[src/rtl/uart_tx_port_if.sv]
// uart_tx_port_if: store-strobe and status bundle between the core's
// PortOut/PortIn side and the serial transmit port.
//   WriteEnable : one-cycle store strobe from the core
//   WriteData   : store data, only [7:0] is transmitted
//   Busy        : a frame is on the line
//   Full/Empty  : transmit FIFO occupancy flags
//   Overflow    : sticky, a store was dropped because the FIFO was full
interface uart_tx_port_if;
    logic        WriteEnable;
    logic [31:0] WriteData;
    logic        Busy;
    logic        Full;
    logic        Empty;
    logic        Overflow;

    modport master (output WriteEnable, WriteData,
                    input  Busy, Full, Empty, Overflow);
    modport slave  (input  WriteEnable, WriteData,
                    output Busy, Full, Empty, Overflow);
endinterface

[src/rtl/uart_tx_port.sv]
// uart_tx_port: byte FIFO plus 8N1 serialiser on a single Tx line.
//   clk   : system clock, rising edge
//   reset : asynchronous, active-low
//   bus   : store strobe/data in, Busy/Full/Empty/Overflow out
//   Tx    : registered serial output, idle high
module uart_tx_port #(
    parameter int CLKS_PER_BIT = 16,
    parameter int FIFO_DEPTH   = 4
) (
    input  logic           clk,
    input  logic           reset,
    uart_tx_port_if.slave  bus,
    output logic           Tx
);
    localparam int PW = $clog2(FIFO_DEPTH);
    localparam int CW = PW + 1;
    localparam int BW = (CLKS_PER_BIT > 1) ? $clog2(CLKS_PER_BIT) : 1;

    typedef enum logic [1:0] {IDLE, START, DATA, STOP} state_t;

    logic [7:0]    mem [FIFO_DEPTH];
    logic [PW-1:0] wr_ptr, rd_ptr;
    logic [CW-1:0] count;
    logic          full, empty, push, pop, overflow;

    state_t        state, state_nxt;
    logic [BW-1:0] baud_cnt;
    logic [2:0]    bit_idx;
    logic [7:0]    shift;
    logic          baud_end, tx_nxt, busy;

    // upper store bits are intentionally ignored
    logic unused_hi;
    assign unused_hi = ^bus.WriteData[31:8];

    assign full     = (count == CW'(FIFO_DEPTH));
    assign empty    = (count == '0);
    // full is the pre-edge value, so a same-cycle pop does not rescue the write
    assign push     = bus.WriteEnable && !full;
    assign baud_end = (baud_cnt == BW'(CLKS_PER_BIT - 1));

    // ---------------- FIFO ----------------
    always_ff @(posedge clk) begin
        if (push) mem[wr_ptr] <= bus.WriteData[7:0];
    end

    always_ff @(posedge clk or negedge reset) begin
        if (!reset) begin
            wr_ptr   <= '0;
            rd_ptr   <= '0;
            count    <= '0;
            overflow <= 1'b0;
        end else begin
            if (push) wr_ptr <= wr_ptr + PW'(1);
            if (pop)  rd_ptr <= rd_ptr + PW'(1);
            if (push && !pop)      count <= count + CW'(1);
            else if (pop && !push) count <= count - CW'(1);
            if (bus.WriteEnable && full) overflow <= 1'b1;
        end
    end

    // ---------------- FSM: state register ----------------
    always_ff @(posedge clk or negedge reset) begin
        if (!reset) begin
            state <= IDLE;
            Tx    <= 1'b1;
        end else begin
            state <= state_nxt;
            Tx    <= tx_nxt;
        end
    end

    // ---------------- FSM: next state ----------------
    always_comb begin
        state_nxt = state;
        case (state)
            IDLE:  if (!empty) state_nxt = START;
            START: if (baud_end) state_nxt = DATA;
            DATA:  if (baud_end && bit_idx == 3'd7) state_nxt = STOP;
            STOP:  if (baud_end) state_nxt = empty ? IDLE : START;
            default: state_nxt = IDLE;
        endcase
    end

    // ---------------- FSM: outputs ----------------
    // Tx is registered, so its next value is the level of the state being
    // entered; inside DATA a bit boundary exposes the bit about to shift down.
    always_comb begin
        busy   = (state != IDLE);
        pop    = !empty && ((state == IDLE) || (state == STOP && baud_end));
        tx_nxt = 1'b1;
        case (state_nxt)
            START: tx_nxt = 1'b0;
            DATA:  tx_nxt = (state == DATA && baud_end) ? shift[1] : shift[0];
            default: tx_nxt = 1'b1;
        endcase
    end

    // ---------------- shift / baud datapath ----------------
    always_ff @(posedge clk or negedge reset) begin
        if (!reset) begin
            baud_cnt <= '0;
            bit_idx  <= '0;
            shift    <= '0;
        end else if (pop) begin
            shift    <= mem[rd_ptr];
            baud_cnt <= '0;
            bit_idx  <= '0;
        end else if (state != IDLE) begin
            baud_cnt <= baud_end ? '0 : baud_cnt + BW'(1);
            if (state == DATA && baud_end) begin
                shift   <= shift >> 1;
                bit_idx <= bit_idx + 3'd1;
            end
        end
    end

    assign bus.Busy     = busy;
    assign bus.Full     = full;
    assign bus.Empty    = empty;
    assign bus.Overflow = overflow;
endmodule

[src/flat_wrapper.sv]
// flat-port wrapper written by rule: the top's interface ports become plain ports
module uart_tx_port_flat 
#(
    parameter int CLKS_PER_BIT = 16,
    parameter int FIFO_DEPTH   = 4
)
  (clk, reset, Tx, bus_WriteEnable, bus_WriteData, bus_Busy, bus_Full, bus_Empty, bus_Overflow);
  uart_tx_port_if bus_i ();
  input  logic clk;
  input  logic reset;
  output logic Tx;
  input wire logic [$bits(bus_i.WriteEnable)-1:0] bus_WriteEnable;
  input wire logic [$bits(bus_i.WriteData)-1:0] bus_WriteData;
  output wire logic [$bits(bus_i.Busy)-1:0] bus_Busy;
  output wire logic [$bits(bus_i.Full)-1:0] bus_Full;
  output wire logic [$bits(bus_i.Empty)-1:0] bus_Empty;
  output wire logic [$bits(bus_i.Overflow)-1:0] bus_Overflow;
  assign bus_i.WriteEnable = bus_WriteEnable;
  assign bus_i.WriteData = bus_WriteData;
  assign bus_Busy = bus_i.Busy;
  assign bus_Full = bus_i.Full;
  assign bus_Empty = bus_i.Empty;
  assign bus_Overflow = bus_i.Overflow;
  uart_tx_port #(.CLKS_PER_BIT(CLKS_PER_BIT), .FIFO_DEPTH(FIFO_DEPTH)) u_core (.clk(clk), .reset(reset), .bus(bus_i), .Tx(Tx));
endmodule
[config.mk]
export PLATFORM = sky130hd
export DESIGN_NAME = uart_tx_port_flat
export DESIGN_NICKNAME = d
export VERILOG_FILES = /design/src/rtl/uart_tx_port_if.sv /design/src/rtl/uart_tx_port.sv /design/src/flat_wrapper.sv
export SDC_FILE = /design/constraint.sdc
export NUM_CORES = 1
export LEC_CHECK = 0
export ABC_AREA = 1
export CAP_MARGIN = 20
export CORE_UTILIZATION = 44
export DETAILED_ROUTE_END_ITERATION = 10
export GPL_TIMING_DRIVEN = 0
export HOLD_SLACK_MARGIN = 0.12
export PLACE_DENSITY = 0.67
export SYNTH_ARGS = -nofsm -noshare
export SYNTH_HDL_FRONTEND = slang
export SYNTH_SLANG_ARGS = --single-unit
[constraint.sdc]
create_clock -name clk -period 5.9 [get_ports clk]
set_input_delay 0.885 -clock clk [delete_from_list [all_inputs] [get_ports clk]]
set_output_delay 0.885 -clock clk [all_outputs]
set_load 0.02 [all_outputs]
== Word level (Yosys, flattened, before mapping) ==
Memories as Yosys holds them, arrays and structs flattened.
Index checks and enable logic that the tools add are counted.

* Output and inout bits: 5
* Bits in writable memories: 32
* Bits in latches: 0
* ROM bits: 0
* Word-level logic and storage cells: 65
* Memories: 1
* Register bits: 26
* Input port bits: 35

* Magnitude comparators: 0
* Shift-type cells: 0
* Equal/unequal tests: 8
* Divide/modulo/power cells: 0
* Multipliers: 0
* Add/subtract/negate cells: 6
* Bitwise gates (word level): 0
* Reductions and logical operators: 20
* Multiplexer cells: 21

{| class="wikitable"
|+ Memories
! memory !! depth !! width !! rd ports !! clocked after Yosys merged registers in !! write ports !! RTL line !! RTL
|-
| u_core.mem || 4 || 8 || 1 || 0 || 1 || uart_tx_port.sv:21 || <nowiki>logic [7:0] mem [FIFO_DEPTH];</nowiki>
|}

{| class="wikitable"
|+ Operator list
! kind !! count
|-
| 2-to-1 mux 8 bit || 3
|-
| 2-to-1 mux 3 bit || 5
|-
| 2-to-1 mux 4 bit || 3
|-
| logical AND 1 bit || 8
|-
| 2-to-1 mux 2 bit || 4
|-
| one-hot mux 2 bit (4 select lines) || 1
|-
| nonzero test 2 bit || 4
|-
| adder 3 x 1 -> 3 bit, second input constant || 2
|-
| equality test 2 bit, second input constant || 3
|-
| equality test 3 bit, second input constant || 2
|-
| adder 2 x 1 -> 2 bit, second input constant || 2
|-
| adder 4 x 1 -> 4 bit, second input constant || 1
|-
| equality test 2 x 1 -> 1 bit, second input constant || 2
|-
| equality test 4 bit, second input constant || 1
|-
| zero test 1 bit || 4
|-
| 2-to-1 mux 1 bit || 4
|-
| zero test 3 bit || 1
|-
| subtractor 3 x 1 -> 3 bit, second input constant || 1
|-
| zero test 2 bit || 1
|-
| one-hot mux 1 bit (2 select lines) || 1
|-
| AND reduction 2 bit || 1
|-
| logical OR 1 bit || 1
|}

== Logic depth before layout (Yosys ltp) ==
Gate-level depths: netlist of run 1.

* Word-level depth: 7
* Gate-level depth with buffers: 11
* Depth with buffers taken out: 10

== Worst setup path before layout of run 1 ==
No wires, ideal clock.

* Kind: input-to-reg
* From: input port bus_WriteEnable
* To: register u_core.count[1]
* Stages on the path: 6
* Buffers on the path: 0
* Setup slack: 3.750 ns
* Data arrival time: 2.025 ns
* Library setup time: 0.125 ns
* Required time: 5.775 ns
* Path through: nand2_1 -> inv_1 -> ha_1 -> inv_1 -> fa_1 -> mux2_2

* Longest elaborated chain between the ends: 4
* Elaborated cells between the ends (all ways): 6
* Those cells by class: mux (1); reduce/logical (5)

{| class="wikitable"
|+ RTL lines
! element !! RTL line !! RTL
|-
| start, declared || flat_wrapper.sv:12 || <nowiki>input wire logic [$bits(bus_i.WriteEnable)-1:0] bus_WriteEnable;</nowiki>
|-
| logical AND 1 bit * || uart_tx_port.sv:39 || <nowiki>assign push = bus.WriteEnable && !full;</nowiki>
|-
| via u_core.push || uart_tx_port.sv:24 || <nowiki>logic full, empty, push, pop, overflow;</nowiki>
|-
| zero test 1 bit || uart_tx_port.sv:57 || <nowiki>else if (pop && !push) count <= count - CW'(1);</nowiki>
|-
| logical AND 1 bit || uart_tx_port.sv:57 ||
|-
| nonzero test 2 bit (no line) || -- ||
|-
| end signal, assigned || uart_tx_port.sv:56 || <nowiki>if (push && !pop) count <= count + CW'(1);</nowiki>
|-
| end signal, assigned || uart_tx_port.sv:57 ||
|-
| end, declared || uart_tx_port.sv:23 || <nowiki>logic [CW-1:0] count;</nowiki>
|}

Mark *: on every way through the listed nets, which the timed path passes. The rest lies on a longest branch.
A chain may end at the register's enable or synchronous reset.

== Worst setup path after layout of run 1 ==
* From: register u_core.count[0]
* To: output port bus_Empty

* Longest elaborated chain between the ends: 1

{| class="wikitable"
|+ RTL lines
! element !! RTL line !! RTL
|-
| zero test 3 bit || uart_tx_port.sv:37 || <nowiki>assign empty = (count == '0);</nowiki>
|-
| end, declared || flat_wrapper.sv:16 || <nowiki>output wire logic [$bits(bus_i.Empty)-1:0] bus_Empty;</nowiki>
|}

No other way between the ends.

==> flow_summary.rst, run 1 <==
.. list-table::
   :header-rows: 1

   * - Metric
     - Value
   * - GR Util met3
     - 6.16%
   * - Final hold slack
     - 0.464 ns
   * - Max Clock Skew
     - 0.00999 ns
   * - # DRC
     - 0
   * - Synth area leader
     - edfxtp_1
   * - Transition time of the tightest slew-check pin
     - 0.792 ns
   * - Clock latency on the worst-skew pair
     - 0.34 ns
   * - Post-Synthesis Cells
     - 229
   * - Crit path launch type
     - flip-flop
   * - Most utilized layer in the global route result
     - met2
   * - Global-route wire length before repair
     - 7.95 mm
   * - Fraction of synthesis flops using an asynchronous set or reset pin
     - 44.8%
   * - Number of warnings printed during yosys synthesis
     - 0
   * - Clk pin slew, worst setup/hold paths
     - 0.07 ns
   * - Setup repair after global routing missed its margin
     - no
   * - Setup CP Type
     - flip-flop to primary output
   * - Routed len/inst
     - 13.5 um
   * - R2R Setup Slk
     - 3.60 ns
   * - Number of buffers inserted for hold repair after clock tree synthesis
     - 0
   * - Post-synthesis sequential area ratio
     - 63.3%
   * - CTS H-tree lvls
     - 3
   * - Reported max-cap violation count
     - 0
   * - Worst Hold Class
     - flip-flop to flip-flop
   * - Final instance area
     - 3000 um^2
   * - Leading cell types by total area after synthesis
     - edfxtp_1 (38%), dfrtp_1 (25%), nand2_1 (5.5%)
   * - CTS sink count
     - 58
   * - Combinational fraction of design power
     - 16.2%
   * - Remaining antenna violation count
     - 0
   * - Number of synthesized register bits
     - 58
   * - Antenna cell count
     - 0
   * - Die ar.
     - 6100 um^2
   * - Remaining Overflow, GRT
     - 0
   * - Number of global-route vias before repair
     - 1640
   * - Final total negative setup slack
     - 0 ns
   * - Antenna violations before repair
     - 0
   * - Power per unit of standard cell area
     - 347 nW/um^2
   * - Count of routing violations after the opening detailed-route iteration
     - 77
   * - Core Footprint
     - 5540 um^2
   * - Half-perimeter wire length after placement
     - 3.08 mm
   * - Switch share
     - 27.2%
   * - CP Capture Type
     - primary output
   * - CTS Buffer Depth
     - 2
   * - Starting utilization of the core area
     - 46.0%
   * - Run status
     - complete, no violations
   * - Part of the power in registers
     - 50.6%
   * - Synth-to-layout area growth
     - 17.8%
   * - Via/cell ratio
     - 4.98
   * - Number of enable flip-flop cells after synthesis
     - 32
   * - Post-cts resize count
     - 0
   * - Port Buf Inserts
     - 15
   * - Mean cell area of the mapped netlist
     - 11.1 um^2
   * - Cell at the root of the clock tree
     - clkbuf_8
   * - Most used standard cells in the synthesized netlist
     - nand2_1 (37), edfxtp_1 (32), nor2_1 (26)
   * - Final clock period utilization by the worst path
     - 47.0%
   * - First-pass DRT Iterations
     - 4
   * - Crit path required time
     - 5.02 ns
   * - Routing usage on met1
     - 24.1%
   * - Routed via count
     - 1660
   * - Number of top-level pins
     - 40
   * - Die boundary width
     - 78.1 um
   * - Clock tree from TritonCTS
     - yes
   * - Top-count cell post-synth
     - nand2_1
   * - Clock power frac
     - 33.3%
   * - Num CTS Buffers
     - 9
   * - Post CTS Setup Buffer Count
     - 0
   * - Post-route minimum period
     - 2.77 ns
   * - Maximum operating frequency
     - 361 MHz
   * - Number of rows created at floorplan
     - 27
   * - Count of different cell masters after synthesis
     - 31
   * - Final Hold Violating Endpoints
     - 0
   * - Portion of synthesized cell area occupied by the leading cell type
     - 37.7%
   * - Cell Area, Synth
     - 2550 um^2
   * - Placed insts
     - 317
   * - Global-route met2 utilization
     - 25.3%
   * - Vertical die dimension
     - 78.1 um
   * - Final core area utilization
     - 54.2%
   * - Leak Pwr
     - 1.24 nW
   * - Startpoint of the most critical register-to-register path
     - u_core.baud_cnt[0]$_DFFE_PN0P_
   * - Internal Power
     - 757 uW
   * - Weighted congestion reported at the end of routability-driven placement
     - 0.768
   * - Worst vdd ir
     - 0.209 mV
   * - Path depth of the worst reg2reg path
     - 9
   * - Maximum number of pins on one net before global-route repair
     - 19
   * - Total global-route track usage
     - 17.5%
   * - Hold endpoint
     - u_core.bus.Overflow$_DFFE_PN0P_
   * - Worst-path maximum fanout
     - 3
   * - DRT Wirelength
     - 4.51 mm
   * - Cell area after placement
     - 2820 um^2
   * - Layout cell share with drive strength beyond 1
     - 12.3%
   * - End of the worst register-to-register path
     - u_core.count[1]$_DFFE_PN0P_
   * - Origin of the worst min-delay path
     - u_core.bus.Overflow$_DFFE_PN0P_
   * - Number of nets in the layout
     - 300
   * - Relative slew margins
     - 47.0%
   * - Final setup fails
     - 0
   * - Net load switching power
     - 283 uW
   * - Post-route insts no fill
     - 333
   * - Count of pins over their slew limit
     - 0
   * - Most used flip-flop cell after synthesis
     - edfxtp_1
   * - Arr. time, crit path
     - 1.89 ns
   * - Hold path cells
     - 1
   * - Synthesized net count
     - 273
   * - Filler cell count in the final layout
     - 505
routing by layer:
layer	share of wire, %	up-vias
met2	46	37
met5	0	-
met4	0.98	0
met1	48	784
met3	4.7	6
li1	-	833
worst max-delay path, cell delays in order, from the launching register on:
cell and delay [ns]:
dfrtp_1 0.43, nor2_1 0.22, nand2_1 0.18, inv_1 0.12, clkdlybuf4s50_1 0.61
stage by stage:
step | total power, mW | worst slack (ns)
after floorplan | 0.638 | 3.75
after global placement | 0.697 | 3.13
after detailed placement | 0.707 | 3.06
after CTS | 1.05 | 3.11
after global routing | 1.09 | 3.03
final | 1.04 | 3.13
sequential cells by signal, summed over array words and instances, names as in the netlist:
| signal | cells |
|---|---|
| u_core.bus.Overflow | 1 |
| u_core.baud_cnt | 4 |
| u_core.Tx | 1 |
| u_core.state | 2 |
| u_core.mem | 32 |
| u_core.bit_idx | 3 |
| u_core.count | 3 |
| u_core.shift | 8 |
| u_core.wr_ptr | 2 |
| u_core.rd_ptr | 2 |
worst max-delay path by stage:
| stage | from | to | slack, ns | cells after the start |
|---|---|---|---|---|
| floorplan | bus_WriteEnable | u_core.count[1]$_DFFE_PN0P_ | 3.75 | 6 |
| global placement | bus_WriteEnable | u_core.count[2]$_DFFE_PN0P_ | 3.13 | 9 |
| detailed placement | bus_WriteEnable | u_core.count[2]$_DFFE_PN0P_ | 3.06 | 9 |
| CTS | u_core.count[0]$_DFFE_PN0P_ | bus_Empty | 3.11 | 4 |
| global route | u_core.count[0]$_DFFE_PN0P_ | bus_Empty | 3.03 | 4 |
| finish | u_core.count[0]$_DFFE_PN0P_ | bus_Empty | 3.13 | 4 |
cell usage in the layout (no fill, tap or decap), types with 2 or more instances in the layout:
cell type / instances
buf_2: 2
xor2_1: 4
o21ai_0: 24
nand3_1: 17
dfrtp_1: 25
xnor2_1: 2
inv_2: 2
clkdlybuf4s50_1: 15
edfxtp_1: 32
clkinv_2: 2
clkbuf_8: 9
ha_1: 8
nor2_1: 26
inv_1: 21
nand2_1: 37
o22ai_1: 8
buf_6: 2
clkinv_1: 2
clkinvlp_4: 2
a21oi_1: 3
final cells by class:
type                            count  area, um^2  share of cell area (%)
Clock buffer                       10         128                    4.25
Sequential cell                    58        1610                    53.8
Timing Repair Buffer               16         178                    5.92
Inverter                           24        91.3                    3.04
Tap cell                           72        90.1                    3.00
Clock inverter                      6        57.6                    1.92
Multi-Input combinational cell    142         803                    26.8
Buffer                              5        40.0                    1.33
power groups by stage:
| stage | sequential (mW) | combinational [mW] | clock (mW) |
|---|---|---|---|
| after floorplan | 0.532 | 0.107 | 0 |
| after global placement | 0.533 | 0.164 | 0 |
| after detailed placement | 0.535 | 0.172 | 0 |
| after CTS | 0.527 | 0.173 | 0.352 |
| after global routing | 0.533 | 0.189 | 0.371 |
| final | 0.526 | 0.168 | 0.346 |
kinds of logic after synthesis:
| family | share of synthesized area, % |
|---|---|
| simple gates | 14.8 |
| flops | 63.3 |
| buf+inv | 5.16 |
| xor+xnor | 2.06 |
| compound gates | 9.09 |
| fa+ha+maj | 4.72 |
| mux | 0.835 |
Power figures use the tool's default switching activity.
==> inputs of run 2 (changes only) <==
clock period = 2.7 ns   (was 5.9 ns; I/O delays follow)
==> results of run 2 <==
Same layout as run 1 (identical final DEF). Status: complete, no violations.
Among the figures that moved: setup slack after placement 3.06 ns -> 0.343 ns; setup slack after layout 3.13 ns -> 0.396 ns; hold slack 0.464 ns -> 0.421 ns; start point of the critical path u_core.count[0]$_DFFE_PN0P_ -> u_core.baud_cnt[0]$_DFFE_PN0P_; end point of the critical path bus_Empty -> u_core.count[1]$_DFFE_PN0P_; register-to-register setup slack 3.60 ns -> 0.40 ns; total power 1.04 mW -> 2.27 mW; worst IR drop on VDD 0.209 mV -> 0.457 mV
